**src/rtl/regfile_mp.sv**
```systemverilog
// Parametrised multi-port register file. Reads are combinational. Writes,
// the sequenced initialisation engine, the ready flag and write-collision
// status are all clocked. Includes an optional hardwired zero register and
// same-cycle write-to-read bypass.
module regfile_mp #(
    parameter int DATA_W    = 32,
    parameter int ADDR_W    = 5,
    parameter int NUM_RD    = 2,
    parameter int NUM_WR    = 2,
    parameter int R0_ZERO   = 1,
    parameter int INIT_MODE = 1,
    parameter int BYPASS    = 1
) (
    input  logic                     clk,
    input  logic                     rst,
    input  logic                     init_req,
    input  logic [NUM_RD*ADDR_W-1:0] ra,
    output logic [NUM_RD*DATA_W-1:0] rd,
    input  logic [NUM_WR-1:0]        we,
    input  logic [NUM_WR*ADDR_W-1:0] wa,
    input  logic [NUM_WR*DATA_W-1:0] wd,
    output logic                     ready,
    output logic                     wr_conflict,
    output logic [7:0]               conflict_cnt
);

    localparam int DEPTH = 2**ADDR_W;

    typedef enum logic [1:0] {
        INIT = 2'd0,
        RUN  = 2'd1
    } state_t;

    state_t            state;
    logic [ADDR_W-1:0] ptr;
    logic [DATA_W-1:0] mem [DEPTH];
    logic [DATA_W-1:0] init_val;
    logic              conflict;
    logic [ADDR_W-1:0] rd_addr;
    logic [DATA_W-1:0] rd_val;

    assign init_val = (INIT_MODE != 0) ? DATA_W'(ptr) : '0;

    // A collision needs both write ports enabled on the same address while
    // writes are actually being honoured.
    generate
        if (NUM_WR == 2) begin : g_conflict
            assign conflict = (state == RUN) && !init_req && (&we) &&
                              (wa[0 +: ADDR_W] == wa[ADDR_W +: ADDR_W]);
        end else begin : g_no_conflict
            assign conflict = 1'b0;
        end
    endgenerate

    // Control FSM: initialisation sequencing, ready flag and collision status.
    always_ff @(posedge clk) begin
        if (rst) begin
            state        <= INIT;
            ptr          <= '0;
            ready        <= 1'b0;
            wr_conflict  <= 1'b0;
            conflict_cnt <= '0;
        end else begin
            case (state)
                INIT: begin
                    ptr         <= ptr + 1'b1;
                    wr_conflict <= 1'b0;
                    if (&ptr) begin
                        state <= RUN;
                        ready <= 1'b1;
                    end
                end
                RUN: begin
                    if (init_req) begin
                        state        <= INIT;
                        ptr          <= '0;
                        ready        <= 1'b0;
                        wr_conflict  <= 1'b0;
                        conflict_cnt <= '0;
                    end else begin
                        wr_conflict <= conflict;
                        if (conflict && (conflict_cnt != 8'hFF)) begin
                            conflict_cnt <= conflict_cnt + 8'd1;
                        end
                    end
                end
                default: begin
                    state       <= INIT;
                    ptr         <= '0;
                    ready       <= 1'b0;
                    wr_conflict <= 1'b0;
                end
            endcase
        end
    end

    // Array writes: the init engine fills one entry per cycle. In RUN, the
    // ports are applied in ascending order so port 1 wins a collision.
    always_ff @(posedge clk) begin
        if (!rst) begin
            if (state == INIT) begin
                mem[ptr] <= init_val;
            end else if ((state == RUN) && !init_req) begin
                for (int unsigned j = 0; j < NUM_WR; j++) begin
                    if (we[j] && !((R0_ZERO != 0) && (wa[j*ADDR_W +: ADDR_W] == '0))) begin
                        mem[wa[j*ADDR_W +: ADDR_W]] <= wd[j*DATA_W +: DATA_W];
                    end
                end
            end
        end
    end

    // Read ports: zero while not ready or on the zero register. Otherwise the
    // value is the array entry, overridden by the highest matching write port
    // when bypass is enabled.
    always_comb begin
        rd      = '0;
        rd_addr = '0;
        rd_val  = '0;
        for (int unsigned k = 0; k < NUM_RD; k++) begin
            rd_addr = ra[k*ADDR_W +: ADDR_W];
            rd_val  = '0;
            if (ready && !((R0_ZERO != 0) && (rd_addr == '0))) begin
                rd_val = mem[rd_addr];
                if (BYPASS != 0) begin
                    for (int unsigned j = 0; j < NUM_WR; j++) begin
                        if (we[j] && (wa[j*ADDR_W +: ADDR_W] == rd_addr)) begin
                            rd_val = wd[j*DATA_W +: DATA_W];
                        end
                    end
                end
            end
            rd[k*DATA_W +: DATA_W] = rd_val;
        end
    end

endmodule

```
**config.mk**
```make
export PLATFORM = sky130hd
export DESIGN_NAME = regfile_mp
export DESIGN_NICKNAME = d
export VERILOG_FILES = /design/src/rtl/regfile_mp.sv
export SDC_FILE = /design/constraint.sdc
export NUM_CORES = 2
export LEC_CHECK = 0
export ABC_CLOCK_PERIOD_IN_PS = 10400
export CAP_MARGIN = 20
export CORE_MARGIN = 1.5
export CORE_UTILIZATION = 35
export CTS_BUF_LIST = sky130_fd_sc_hd__clkbuf_8
export DETAILED_ROUTE_END_ITERATION = 10
export GPL_TIMING_DRIVEN = 0
export PLACE_DENSITY = 0.56
export SLEW_MARGIN = 20
export SYNTH_ARGS = -nofsm -noshare
export SYNTH_HDL_FRONTEND = slang
export SYNTH_SLANG_ARGS = --single-unit
```
**constraint.sdc**
```tcl
create_clock -name clk -period 10.4 [get_ports clk]
set_input_delay 2.6 -clock clk [delete_from_list [all_inputs] [get_ports clk]]
set_output_delay 2.6 -clock clk [all_outputs]
set_load 0.01 [all_outputs]
```
==> Word-level counts from Yosys, hierarchy flattened <==
Memory sizes are Yosys's and may differ from the RTL's.
Cells that the tools add are included.
{ "totals": {"ff_bits": 17, "mem_bits_rw": 1024, "in_bits": 89, "output_inout_bits": 74, "word_cells": 79, "n_memories": 1} }
{ "memory_table": {"columns": ["name", "depth", "word_bits", "rd", "rd_clocked_by_memory_dff", "write_ports", "line", "source"], "rows": [
  ["mem", 32, 32, 2, 0, 2, "36", "logic [DATA_W-1:0] mem [DEPTH];"]
]} }
{ "classes": {"n_addsub": 2, "eq_ne": 9, "n_mux": 32, "bitwise_logic": 1, "n_reduce_logical": 29} }
{ "op_table": {"columns": ["cell", "n"], "rows": [
  ["$mux W32", 7],
  ["$reduce_or A32 Y1", 1],
  ["$eq A5 B5 Y1", 5],
  ["$logic_not A5 Y1", 4],
  ["$mux W1", 16],
  ["$mux W8", 2],
  ["$logic_and A1 B1 Y1", 12],
  ["$mux W5", 2],
  ["$pmux W5 S2", 1],
  ["$add A8 B1 Y8 const B", 1],
  ["$ne A8 B8 Y1 const B", 1],
  ["$reduce_and A2 Y1", 3],
  ["$add A5 B1 Y5 const B", 1],
  ["$logic_not A1 Y1", 5],
  ["$reduce_and A5 Y1", 1],
  ["$mux W2", 2],
  ["$ne A2 B2 Y1 const B", 2],
  ["$pmux W2 S2", 1],
  ["$reduce_or A3 Y1", 1],
  ["$eq A2 B1 Y1 const B", 1],
  ["$logic_not A2 Y1", 1],
  ["$pmux W1 S2", 1],
  ["$reduce_bool A2 Y1", 1],
  ["$not A1 Y1", 1]
]} }

==> Depth between registers and ports, before layout <==
{ "logic_depth": {"word_depth": 10, "ltp_mapped": 10, "mapped_depth_nobuf": 6} }

==> Least setup slack after synthesis <==
No wires, ideal clock.
{ "synth_timing": {"kind": "input-to-output", "start": "in ra[5]", "end": "out rd[59]", "t_arrival_ns": 4.535, "t_required_ns": 7.800, "slack_ns": 3.265, "path_stages": 8, "path_buffers": 4, "path_cell_list": "buf_2 -> buf_4 -> buf_2 -> buf_4 -> mux4_2 -> mux2i_1 -> nand2_1 -> a221o_1"} }
{ "synth_between": {"elab_chain_cells": 5, "elab_cells_between_ends": 11, "classes_between": "2 x eq/ne; 3 x mux; 5 x reduce/logical; 1 x memory"} }
{ "synth_lines": {"columns": ["element", "line", "source"], "rows": [
  ["from (decl)", "17", "input logic [NUM_RD*ADDR_W-1:0] ra,"],
  ["parallel branches: the longest is 4 deep, another holds $mem_v2 Z32 W32", null, null],
  ["$mux W32 *", "123", "if (ready && !((R0_ZERO != 0) && (rd_addr == '0))) begin"],
  ["to (decl)", "18", "output logic [NUM_RD*DATA_W-1:0] rd,"]
]} }
Every way passes the cells marked *.

==> Worst setup path in the final report <==
{ "layout_timing": {"start": "in ra[9]", "end": "out rd[62]"} }
Same word-level chain as after synthesis.

==> metrics.txt <==
total CTS buffers 177; Period minus WS final 10.33 ns; DRC violations left 0; critical path class in2out; Fin Clk Skew 0.06181 ns; layout cell share with drive strength beyond 1 16.69%; commonest non-fill, non-tap cells in the layout edfxtp_1 (1024), nand2_1 (976), o21ai_0 (865); switching power 2.632 mW; Sw Ratio 28.14%; buffer count from post-CTS setup fixing 0; Via Count 54160; reg2reg setup slack 6.11 ns; leading cell type in the layout, fill and taps excluded edfxtp_1; R2R Path End mem[23][17]$_DFFE_PP_; drt first pass iters 9; max_cap viols 0; first-pass GRT wire length 417600 µm; fraction of registers with async set/reset 0%; Gate power share 10.6%; final WL 312700 µm; post-synthesis adder-cell area fraction 0.06131%; die area 0.1775 mm²; Sequential Power Share 49.1%; Mapped Cells 5369; Hold Fails Final Rpt 0; Die Width 421.3 µm; cts-stage hold buffer count 0; Clk pwr share 40.3%; Detailed Place HPWL 239200 µm; Min-Delay Path Class reg2reg; Internal Pwr Total 6.721 mW; setup ws final 0.07240 ns; worst r2r path cells 11; clock latency on the worst-skew pair 0.98 ns; pwr dens 131.9 mW/mm²; FP Rows 153; Synth warnings 0; area of the multi-input gates 0.02740 mm²; Ports 163; register area 0.03105 mm²; status completed; WHS Endpoint conflict_cnt[7]$_SDFFE_PP0P_; Setup Viol. Count Final 0; worst slack at placement 0.5408 ns; H-tree depth 4; combinational family with the most area after synthesis multiplexers; Slew Limit Fails 0; synthesis-stage register bit count 1039; mapped cell area 0.06123 mm²; number of global-route vias before repair 51140; CTS Sinks 1039; cts repair resizes 0; fin nets 5831; initial antenna violation count 20; core outline area 0.1738 mm²; filler cell count 16690; Worst setup startpoint ra[9]; mux cell area share after synthesis 20.26%; Hold Path Origin conflict_cnt[7]$_SDFFE_PP0P_; hold path depth 2; Worst Tran Pin Value 1.435 ns; r2r startpoint ready$_SDFFE_PP0P_; compound-cell area share of the yosys netlist 14.19%; Util after Layout 40.79%; RSZ-0062 raised after global routing no; antenna-violating nets left 0; Initial Util 35.22%; simple-gate share of the synthesized area 9.126%; CTS tree done; CTS root buf clkbuf_8; Via density 6.595; syn avg cell area 11.40 µm²; GR Overflow Total 0; CP required 7.80 ns; Post-Syn Nets 5461; DR iter-0 viols 9095; gr usage total 34.17%; period utilization 99.30%; Top FF cell, synth edfxtp_1; RD Place Congestion 1.063; clk slew on worst S/H paths 0.06 ns; EDFF count, synth 1024; Slew HR 4.312%; CP Max Fanout 10; Die H 421.3 µm; Synth Area in XOR/XNOR 0.4005%; port buffer count 117; Seq/Total Area, Yosys 50.71%; CP startpoint kind input pin; routed length per instance 38.07 µm; worst vdd ir 0.09160 mV; Critical Path End Type output pin; pin count of the biggest net entering global routing 22; CP arrival 7.73 ns; Longest Clk Path Bufs 3; area delta synth->final 15.81%; Sum Neg Setup Slack 0 ns; f_max 96.83 MHz; distinct cell type count after synthesis 64; Leak Pwr 21.71 nW
[synthesized netlist by cell type (48+ instances only)]
master | instances | area, µm²
edfxtp_1 | 1024 | 30750
nand2_1 | 976 | 3664
o21ai_0 | 895 | 4479
clkbuf_1 | 494 | 1854
mux4_2 | 414 | 9324
mux2i_1 | 295 | 2953
nor2_1 | 241 | 904.6
a21oi_1 | 217 | 1086
o221ai_1 | 130 | 1139
buf_2 | 73 | 365.4
inv_1 | 68 | 255.2
o22ai_1 | 50 | 312.8
buf_4 | 48 | 360.4
[cells by family (layout without fill, tap and decap cells)]
| family | Yosys count | count (layout) |
|---|---|---|
| multiplexers | 715 | 715 |
| flip-flops | 1039 | 1039 |
| AND/OR/NAND/NOR | 1366 | 1366 |
| adder cells (fa/ha/maj) | 3 | 3 |
| XOR/XNOR | 28 | 28 |
| buffers and inverters | 737 | 1247 |
| AO/OA/AOI/OAI | 1481 | 1481 |
| other | 0 | 9 |
[per-stage QoR]
step                cell area, µm²  power [mW]  instances  hold slack [ns]
floorplan                    61230       5.175       5369           0.5057
global placement             65310       5.583       7811           0.4868
detailed placement           67490       5.605       7882           0.5017
CTS                          70840       9.238       8201           0.5098
global route                 70900       9.455       8209           0.5348
finish                       70910       9.353       8213           0.5064
[registers in the layout, indices dropped and copies added (netlist names)]
| register | cells |
|---|---|
| conflict_cnt | 8 |
| mem | 1024 |
| ptr | 5 |
| ready | 1 |
| wr_conflict | 1 |
[routing by layer]
layer	track usage [%]	routed length (µm)
met5	0	262
met4	25.97	28480
met3	13.68	45530
met2	49.99	132400
met1	40.17	106000
[power by group through the flow]
stage          Sequential (mW)  Clock [mW]  Combinational [mW]
2_1_floorplan             4.67           0               0.501
3_3_place_gp              4.68           0               0.899
3_5_place_dp              4.68           0               0.927
4_1_cts                   4.59        3.72               0.930
5_1_grt                   4.59        3.88               0.981
6_report                  4.59        3.77               0.991
[critical path: stages]
cell and delay (ns):
clkdlybuf4s50_1 0.66, clkbuf_1 0.93, clkinv_1 0.78, clkbuf_1 0.46
o221ai_1 0.21, o22ai_1 0.13, o21ai_0 0.71, a32o_1 0.57
clkdlybuf4s50_1 0.65
[area by class of cell]
type                            instances  share of cell area [%]
Antenna cell                            9                 0.03176
Buffer                                667                   4.217
Clock buffer                          182                   3.532
Clock inverter                        137                   1.193
Inverter                               70                  0.3705
Multi-Input combinational cell       3593                   38.64
Sequential cell                      1039                   43.79
Tap cell                             2325                   4.102
Timing Repair Buffer                  191                   4.131
[worst max path at each step]
stage	endpoint	slack, ns	cells after the start
2_1_floorplan	rd[59]	3.26	8
3_5_place_dp	rd[21]	0.54	9
4_1_cts	rd[21]	0.52	9
5_1_grt	rd[21]	0.27	9
6_report	rd[62]	0.07	9
3_3_place_gp	mem[1][12]$_DFFE_PP_	-1.86	10
(Power assumes the default switching activity.)
